--- src/rtl/muldiv_pkg.sv ---
// Shared encodings for the EXE-stage multiply/divide sequencing controller.
package muldiv_pkg;

    localparam logic [1:0] MD_MULT  = 2'b00;
    localparam logic [1:0] MD_MULTU = 2'b01;
    localparam logic [1:0] MD_DIV   = 2'b10;
    localparam logic [1:0] MD_DIVU  = 2'b11;

    localparam int MUL_LAT_DEF = 2;
    localparam int DIV_W_DEF   = 40;

    typedef enum logic [2:0] {
        ST_IDLE      = 3'd0,
        ST_MUL_WAIT  = 3'd1,
        ST_DIV_ISSUE = 3'd2,
        ST_DIV_WAIT  = 3'd3,
        ST_DIV_DRAIN = 3'd4,
        ST_DONE      = 3'd5
    } state_e;

endpackage

--- src/rtl/muldiv_ctrl.sv ---
// Sequences one MULT/MULTU/DIV/DIVU at a time onto the shared multiplier and
// AXI-stream divider, returning HI/LO through a valid/ready handshake.
module muldiv_ctrl
    import muldiv_pkg::*;
#(
    parameter int MUL_LAT = MUL_LAT_DEF,
    parameter int DIV_W   = DIV_W_DEF
) (
    input  logic                 clk,
    input  logic                 resetn,
    input  logic                 req_valid,
    output logic                 req_ready,
    input  logic [1:0]           req_op,
    input  logic [31:0]          req_a,
    input  logic [31:0]          req_b,
    input  logic                 flush,
    output logic                 busy,
    output logic                 res_valid,
    input  logic                 res_ready,
    output logic [31:0]          res_hi,
    output logic [31:0]          res_lo,
    output logic [32:0]          mul_a,
    output logic [32:0]          mul_b,
    input  logic [65:0]          mul_p,
    output logic [DIV_W-1:0]     div_dividend,
    output logic [DIV_W-1:0]     div_divisor,
    output logic                 div_in_valid,
    input  logic                 div_in_ready,
    input  logic [2*DIV_W-1:0]   div_out,
    input  logic                 div_out_valid
);

    localparam int CNT_W = (MUL_LAT > 1) ? $clog2(MUL_LAT) : 1;
    localparam logic [CNT_W-1:0] CNT_LAST = CNT_W'(MUL_LAT - 1);

    state_e            state_q, state_d;
    logic              uns_q, uns_d;
    logic [31:0]       a_q, a_d;
    logic [31:0]       b_q, b_d;
    logic [CNT_W-1:0]  cnt_q, cnt_d;
    logic [31:0]       res_hi_q, res_hi_d;
    logic [31:0]       res_lo_q, res_lo_d;
    logic              res_valid_q, res_valid_d;
    logic              div_in_valid_q, div_in_valid_d;

    logic              ext_a, ext_b;
    logic [31:0]       quotient, remainder;
    logic              unused_bits;

    assign ext_a = ~uns_q & a_q[31];
    assign ext_b = ~uns_q & b_q[31];

    assign mul_a        = {ext_a, a_q};
    assign mul_b        = {ext_b, b_q};
    assign div_dividend = {{(DIV_W-32){ext_a}}, a_q};
    assign div_divisor  = {{(DIV_W-32){ext_b}}, b_q};

    assign quotient  = div_out[DIV_W +: 32];
    assign remainder = div_out[0 +: 32];
    assign unused_bits = ^{mul_p[65:64], div_out[2*DIV_W-1:DIV_W+32], div_out[DIV_W-1:32]};

    assign req_ready    = (state_q == ST_IDLE) & ~flush;
    assign busy         = (state_q != ST_IDLE);
    assign res_valid    = res_valid_q;
    assign res_hi       = res_hi_q;
    assign res_lo       = res_lo_q;
    assign div_in_valid = div_in_valid_q;

    always_comb begin
        state_d        = state_q;
        uns_d          = uns_q;
        a_d            = a_q;
        b_d            = b_q;
        cnt_d          = cnt_q;
        res_hi_d       = res_hi_q;
        res_lo_d       = res_lo_q;
        res_valid_d    = res_valid_q;
        div_in_valid_d = div_in_valid_q;

        case (state_q)
            ST_IDLE: begin
                if (req_valid && req_ready) begin
                    uns_d = req_op[0];
                    a_d   = req_a;
                    b_d   = req_b;
                    cnt_d = '0;
                    if (!req_op[1]) begin
                        state_d = ST_MUL_WAIT;
                    end else if (req_b == 32'd0) begin
                        // Divide by zero never touches the divider
                        state_d     = ST_DONE;
                        res_hi_d    = req_a;
                        res_lo_d    = 32'hFFFF_FFFF;
                        res_valid_d = 1'b1;
                    end else begin
                        state_d        = ST_DIV_ISSUE;
                        div_in_valid_d = 1'b1;
                    end
                end
            end
            ST_MUL_WAIT: begin
                if (flush) begin
                    state_d = ST_IDLE;
                end else if (cnt_q == CNT_LAST) begin
                    state_d     = ST_DONE;
                    res_hi_d    = mul_p[63:32];
                    res_lo_d    = mul_p[31:0];
                    res_valid_d = 1'b1;
                end else begin
                    cnt_d = cnt_q + CNT_W'(1);
                end
            end
            ST_DIV_ISSUE: begin
                if (flush) begin
                    // An operand already handed over must still be drained
                    div_in_valid_d = 1'b0;
                    state_d        = div_in_ready ? ST_DIV_DRAIN : ST_IDLE;
                end else if (div_in_ready) begin
                    div_in_valid_d = 1'b0;
                    state_d        = ST_DIV_WAIT;
                end
            end
            ST_DIV_WAIT: begin
                if (flush) begin
                    state_d = div_out_valid ? ST_IDLE : ST_DIV_DRAIN;
                end else if (div_out_valid) begin
                    state_d     = ST_DONE;
                    res_lo_d    = quotient;
                    res_hi_d    = remainder;
                    res_valid_d = 1'b1;
                end
            end
            ST_DIV_DRAIN: begin
                if (div_out_valid) begin
                    state_d = ST_IDLE;
                end
            end
            ST_DONE: begin
                if (flush || res_ready) begin
                    state_d     = ST_IDLE;
                    res_valid_d = 1'b0;
                end
            end
            default: begin
                state_d        = ST_IDLE;
                res_valid_d    = 1'b0;
                div_in_valid_d = 1'b0;
            end
        endcase
    end

    always_ff @(posedge clk or negedge resetn) begin
        if (!resetn) begin
            state_q        <= ST_IDLE;
            uns_q          <= 1'b0;
            a_q            <= '0;
            b_q            <= '0;
            cnt_q          <= '0;
            res_hi_q       <= '0;
            res_lo_q       <= '0;
            res_valid_q    <= 1'b0;
            div_in_valid_q <= 1'b0;
        end else begin
            state_q        <= state_d;
            uns_q          <= uns_d;
            a_q            <= a_d;
            b_q            <= b_d;
            cnt_q          <= cnt_d;
            res_hi_q       <= res_hi_d;
            res_lo_q       <= res_lo_d;
            res_valid_q    <= res_valid_d;
            div_in_valid_q <= div_in_valid_d;
        end
    end

endmodule

--- config.mk ---
export PLATFORM = sky130hd
export DESIGN_NAME = muldiv_ctrl
export DESIGN_NICKNAME = d
export VERILOG_FILES = /design/src/rtl/muldiv_pkg.sv /design/src/rtl/muldiv_ctrl.sv
export SDC_FILE = /design/constraint.sdc
export NUM_CORES = 1
export LEC_CHECK = 0
export BUFFER_PORTS_ARGS = -buffer_cell sky130_fd_sc_hd__buf_2
export CAP_MARGIN = 20
export CORE_AREA = 4 4 164 166
export CTS_BUF_LIST = sky130_fd_sc_hd__clkbuf_4
export DETAILED_ROUTE_END_ITERATION = 10
export DIE_AREA = 0 0 168 170
export PLACE_DENSITY = 0.62
export SETUP_SLACK_MARGIN = 0.15
export SLEW_MARGIN = 20
export SYNTH_ARGS = -nofsm -noshare
export SYNTH_HDL_FRONTEND = slang
export SYNTH_SLANG_ARGS = --single-unit
--- constraint.sdc ---
create_clock -name clk -period 2.5 [get_ports clk]
set_input_delay 0.25 -clock clk [delete_from_list [all_inputs] [get_ports clk]]
set_output_delay 0.25 -clock clk [all_outputs]
set_load 0.01 [all_outputs]
==> Word level (Yosys, flattened, before mapping) <==
Index checks and enable logic that the tools add are counted.
W data, S select, Z words.
{ "classes": {"addsub": 1, "n_eq_ne": 18, "mux": 49, "bitwise": 7, "n_reduce_logical": 15} }
{ "ops": {"columns": ["operator", "n"], "rows": [
  ["$mux W32", 14],
  ["$pmux W32 S3", 2],
  ["$mux W3", 13],
  ["$logic_not A32 Y1", 1],
  ["$pmux W3 S6", 1],
  ["$mux W1", 16],
  ["$ne A2 B2 Y1 const B", 8],
  ["$ne A3 B3 Y1 const B", 3],
  ["$reduce_and A9 Y1", 1],
  ["$reduce_and A8 Y1", 1],
  ["$eq A3 B2 Y1 const B", 2],
  ["$eq A3 B3 Y1 const B", 2],
  ["$reduce_and A6 Y1", 1],
  ["$reduce_bool A3 Y1", 2],
  ["$pmux W1 S5", 1],
  ["$reduce_and A5 Y1", 1],
  ["$ne A2 B1 Y1 const B", 2],
  ["$not A1 Y1", 4],
  ["$reduce_or A4 Y1", 1],
  ["$and A1 B1 Y1", 3],
  ["$eq A3 B1 Y1 const B", 1],
  ["$logic_not A3 Y1", 1],
  ["$pmux W1 S3", 1],
  ["$reduce_and A3 Y1", 1],
  ["other kinds (7)", 7]
]} }
{ "word_totals": {"reg_bits": 135, "inputBits": 219, "out_inout_bits": 214} }

==> Longest topological paths before layout <==
{ "logic_depth": {"depth_word": 5, "depth_mapped": 7} }

==> Worst setup path after synthesis <==
OpenSTA, ideal clock, no wires.
{ "synth_path": {"path_type": "input -> register", "start": "input port req_b[16]", "end": "register res_hi_q[10], in the netlist res_hi[10]", "setup_ns": 0.125, "arrival_time_ns": 1.947, "t_required_ns": 2.375, "slack_ns": 0.429, "cell_stages": 6, "n_path_buf": 1, "cell_sequence": "nor4_1 nand2_1 or4_4 a21oi_4 buf_6 mux2_2"} }
{ "synth_between": {"elab_chain_cells": 3} }
{ "synth_lines": {"columns": ["element", "line_no", "text"], "rows": [
  ["from (decl)", "muldiv_ctrl.sv:15", "input logic [31:0] req_b,"],
  ["$logic_not A32 Y1", "muldiv_ctrl.sv:89", "end else if (req_b == 32'd0) begin"],
  ["$ne A2 B1 Y1 (no source line)", null, null],
  ["$reduce_and A8 Y1 (no source line)", null, null],
  ["to (signal assigned)", "muldiv_ctrl.sv:169", "res_hi_q <= res_hi_d;"],
  ["to (decl)", "muldiv_ctrl.sv:41", "logic [31:0] res_hi_q, res_hi_d;"]
]} }
No other way between the ends.
A chain may end at the register's enable or synchronous reset.

==> Worst setup path in the final report <==
{ "layout_path": {"start": "input port req_b[31]", "end": "register res_hi_q[20], in the netlist res_hi[20]"} }
Same word-level chain as after synthesis.

==> flow_metrics.py <==
metrics = {
    "run_status": {
        "status": "completed",
    },
    "global_route": {
        "grt_overflow": 0,
        "grt_pass1_vias": 6308,
        "grt_pass1_wl_microns": 34600,
        "grt_antenna_before_repair": 1,
        "grt_max_degree": 72,
        "grt_use_total": 0.152,
    },
    "clock_tree": {
        "cts_tree": "yes",
        "cts-htree-levels": 4,
        "cts_sinks": 135,
        "cts_buffers": 17,
        "cts_max_path_buffers": 2,
        "path_clk_slew_ns": 0.14,
        "clock_latency_ns": 0.53,
        "cts-root-buf": "clkbuf_4",
    },
    "die": {
        "core_area_sq_um": 25600,
        "die_x_microns": 168,
        "ios": 433,
        "start_util": 0.269,
        "dieArea_sq_um": 28600,
        "die_h_microns": 170,
        "rows": 59,
    },
    "synth": {
        "synth.avg_cell_area_sq_um": 11.9,
        "ys.flop_type": "dfrtp_1",
        "synth_seq_area_share": 0.490,
        "ys_async_sr_fraction": 1.00,
        "ys_ff_latch": 135,
        "syn_nets": 800,
        "synth_top_area_cell": "dfrtp_1",
        "ys_top_cells_by_area": "dfrtp_1, mux2_2, mux2i_1, buf_4, a2bb2oi_1",
        "ys_warn_count": 0,
        "ys_types": 34,
        "yosysTopAreaCellShare": 0.490,
        "syn_area_sq_um": 6890,
        "synth_edf_count": 0,
        "synthesis.instances": 581,
    },
    "sta": {
        "period_needed_ns": 2.30,
        "tightest_slew_ns": 0.623,
        "finalMaxSlewViolations": 0,
        "rsz0062_at_grt": "yes",
        "slew_headroom": 0.584,
        "max_freq_mhz": 435,
        "clock_skew_ns": 0.0288,
        "setup_tns_ns": 0,
        "hold_viol": 0,
        "setup_viol_count_final": 0,
        "period_share": 0.920,
    },
    "drt": {
        "routed_wirelength_microns": 22800,
        "drt-vias-per-instance": 4.39,
        "drc": 0,
        "first_iter_violations": 167,
        "dr.pass1.iters": 4,
        "avgRoutedWirePerCell_microns": 16.4,
        "detail-route-antenna-nets": 0,
        "routed-via-count": 6116,
    },
    "placed_design": {
        "detailed_place_hpwl_microns": 16700,
        "placed_cells": 1231,
        "dpl-instance-area_sq_um": 8800,
        "place.gp.congestion": 0.820,
        "io_buffers": 414,
    },
    "power": {
        "p_total_mw": 11.3,
        "peakVddDrop_mv": 0.553,
        "p_per_area_nw_per_um2": 1090,
        "p_leak_nw": 4.95,
    },
    "worst_setup_path": {
        "start_kind": "input pin",
        "path_class": "in -> reg",
        "regToRegSetupSlack_ns": 0.41,
        "critPathMaxFanout": 18,
        "arrival_ns": 2.70,
        "worstSetupEndpointType": "flop",
        "cp_data_required_time_ns": 2.90,
    },
    "layout": {
        "stdcell_count": 1394,
        "fillerInstances": 2444,
        "drive_gt1_frac": 0.540,
        "layout-area-overhead-vs-synth_pct": 50.4,
        "postLayoutCellArea_sq_um": 10400,
        "fin_nets": 1262,
    },
    "job": {
        "maxCapViolCount": 0,
    },
    "worst_hold_path": {
        "min_path_type": "in -> reg",
    },
}
==> area by class of cell <==
type	count	area, sq um	share of cell area
inverters	4	15.0	0.00145
flip-flops and latches	135	3380	0.327
clock inverters	15	126	0.0122
clock buffers	17	128	0.0123
diodes	3	7.51	0.000725
multi-input cells	326	2740	0.264
well taps	335	419	0.0405
repair buffers	559	3540	0.342
==> Yosys cell counts, types with 3 or more instances <==
| cell | number |
|---|---|
| mux2i_1 | 65 |
| o21ai_0 | 37 |
| a2bb2oi_1 | 32 |
| inv_1 | 4 |
| a21oi_1 | 3 |
| dfrtp_1 | 135 |
| nor4_1 | 9 |
| nand2_1 | 41 |
| clkbuf_1 | 15 |
| mux2_2 | 97 |
| nor3_1 | 4 |
| buf_4 | 85 |
| buf_6 | 3 |
| buf_1 | 4 |
| or3_1 | 3 |
| nor2b_1 | 4 |
| nor2_1 | 10 |
| buf_2 | 9 |
==> kinds of logic (layout without fill, tap and decap cells) <==
group                  Yosys count  count (layout)  synth area share
AND/OR/NAND/NOR                 79              79            0.0536
multiplexers                   162             162             0.253
other                            0               3                 0
buffers and inverters          120             595             0.117
AO/OA/AOI/OAI                   85              85            0.0863
flip-flops                     135             135             0.490
==> where the power goes <==
part | total, mW | internal (mW) | switching (mW)
combinational | 5.91 | 2.96 | 2.95
clock | 1.38 | 0.494 | 0.885
sequential | 3.96 | 3.20 | 0.759
==> worst max-delay path, cell delays in order <==
cell and delay (ns):
dlygate4sd3_1 0.53, buf_2 0.14, nor4_2 0.21, buf_4 0.16
nand2_1 0.08, or4_4 0.56, a21oi_4 0.21, buf_12 0.19
mux2_2 0.35
==> cells in the final DEF, fill, tap and decap left out, types with 4 or more instances in the layout <==
master / n
clkinvlp_4: 4
nand2_1: 40
buf_4: 14
clkbuf_4: 17
inv_6: 4
inv_1: 4
mux2i_1: 65
nor2_1: 9
mux2_2: 97
dlygate4sd3_1: 126
a2bb2oi_1: 32
buf_12: 5
nor2b_1: 4
dfrtp_1: 132
buf_2: 413
o21ai_0: 37
nor4_1: 8
==> metrics by stage <==
stage | setup WS [ns] | util | hold slack (ns)
3_5_place_dp | 0.0938 | 0.344 | 0.216
2_1_floorplan | 0.429 | - | -0.0456
5_1_grt | 0.143 | 0.404 | 0.0139
3_3_place_gp | 0.137 | 0.344 | 0.221
4_1_cts | 0.154 | 0.403 | 0.00761
6_report | 0.199 | 0.404 | 0.0638
==> path summary, 6_finish.rpt <==
kind / cells after the start / end / startpoint
max: 9 / res_hi[20]$_DFFE_PN0P_ / req_b[31]
min: 3 / res_lo[23]$_DFFE_PN0P_ / mul_p[23]
max reg2reg: 6 / res_hi[20]$_DFFE_PN0P_ / state_q[1]$_DFFE_PN0P_
min reg2reg: 1 / res_hi[27]$_DFFE_PN0P_ / res_hi[27]$_DFFE_PN0P_
max in group asynchronous: 3 / state_q[1]$_DFFE_PN0P_ / resetn
min in group asynchronous: 2 / b_q[15]$_DFFE_PN0P_ / resetn
==> layer usage <==
| layer | track usage | wire length (microns) | vias to the layer above |
|---|---|---|---|
| li1 | - | - | 2924 |
| met1 | 0.174 | 8710 | 2886 |
| met2 | 0.278 | 11900 | 284 |
| met3 | 0.0432 | 1730 | 22 |
| met4 | 0.0445 | 440 | 0 |
| met5 | 0 | 0 | - |
==> repair_timing <==
item                                   in CTS  in global routing
setup endpoints to repair                   1                 59
pin swaps                                   0                  1
resized for setup                           1                  4
setup buffers                               0                  2
hold buffers                              126                  0
endpoints found under the hold margin     163                  0
==> flip-flops by register name, indices dropped and copies added (netlist names) <==
signal	flops
cnt_q	1
div_in_valid	1
res_valid	1
a_q	32
res_hi	32
state_q	3
uns_q	1
res_lo	32
b_q	32
Power figures use the tool's default switching activity.
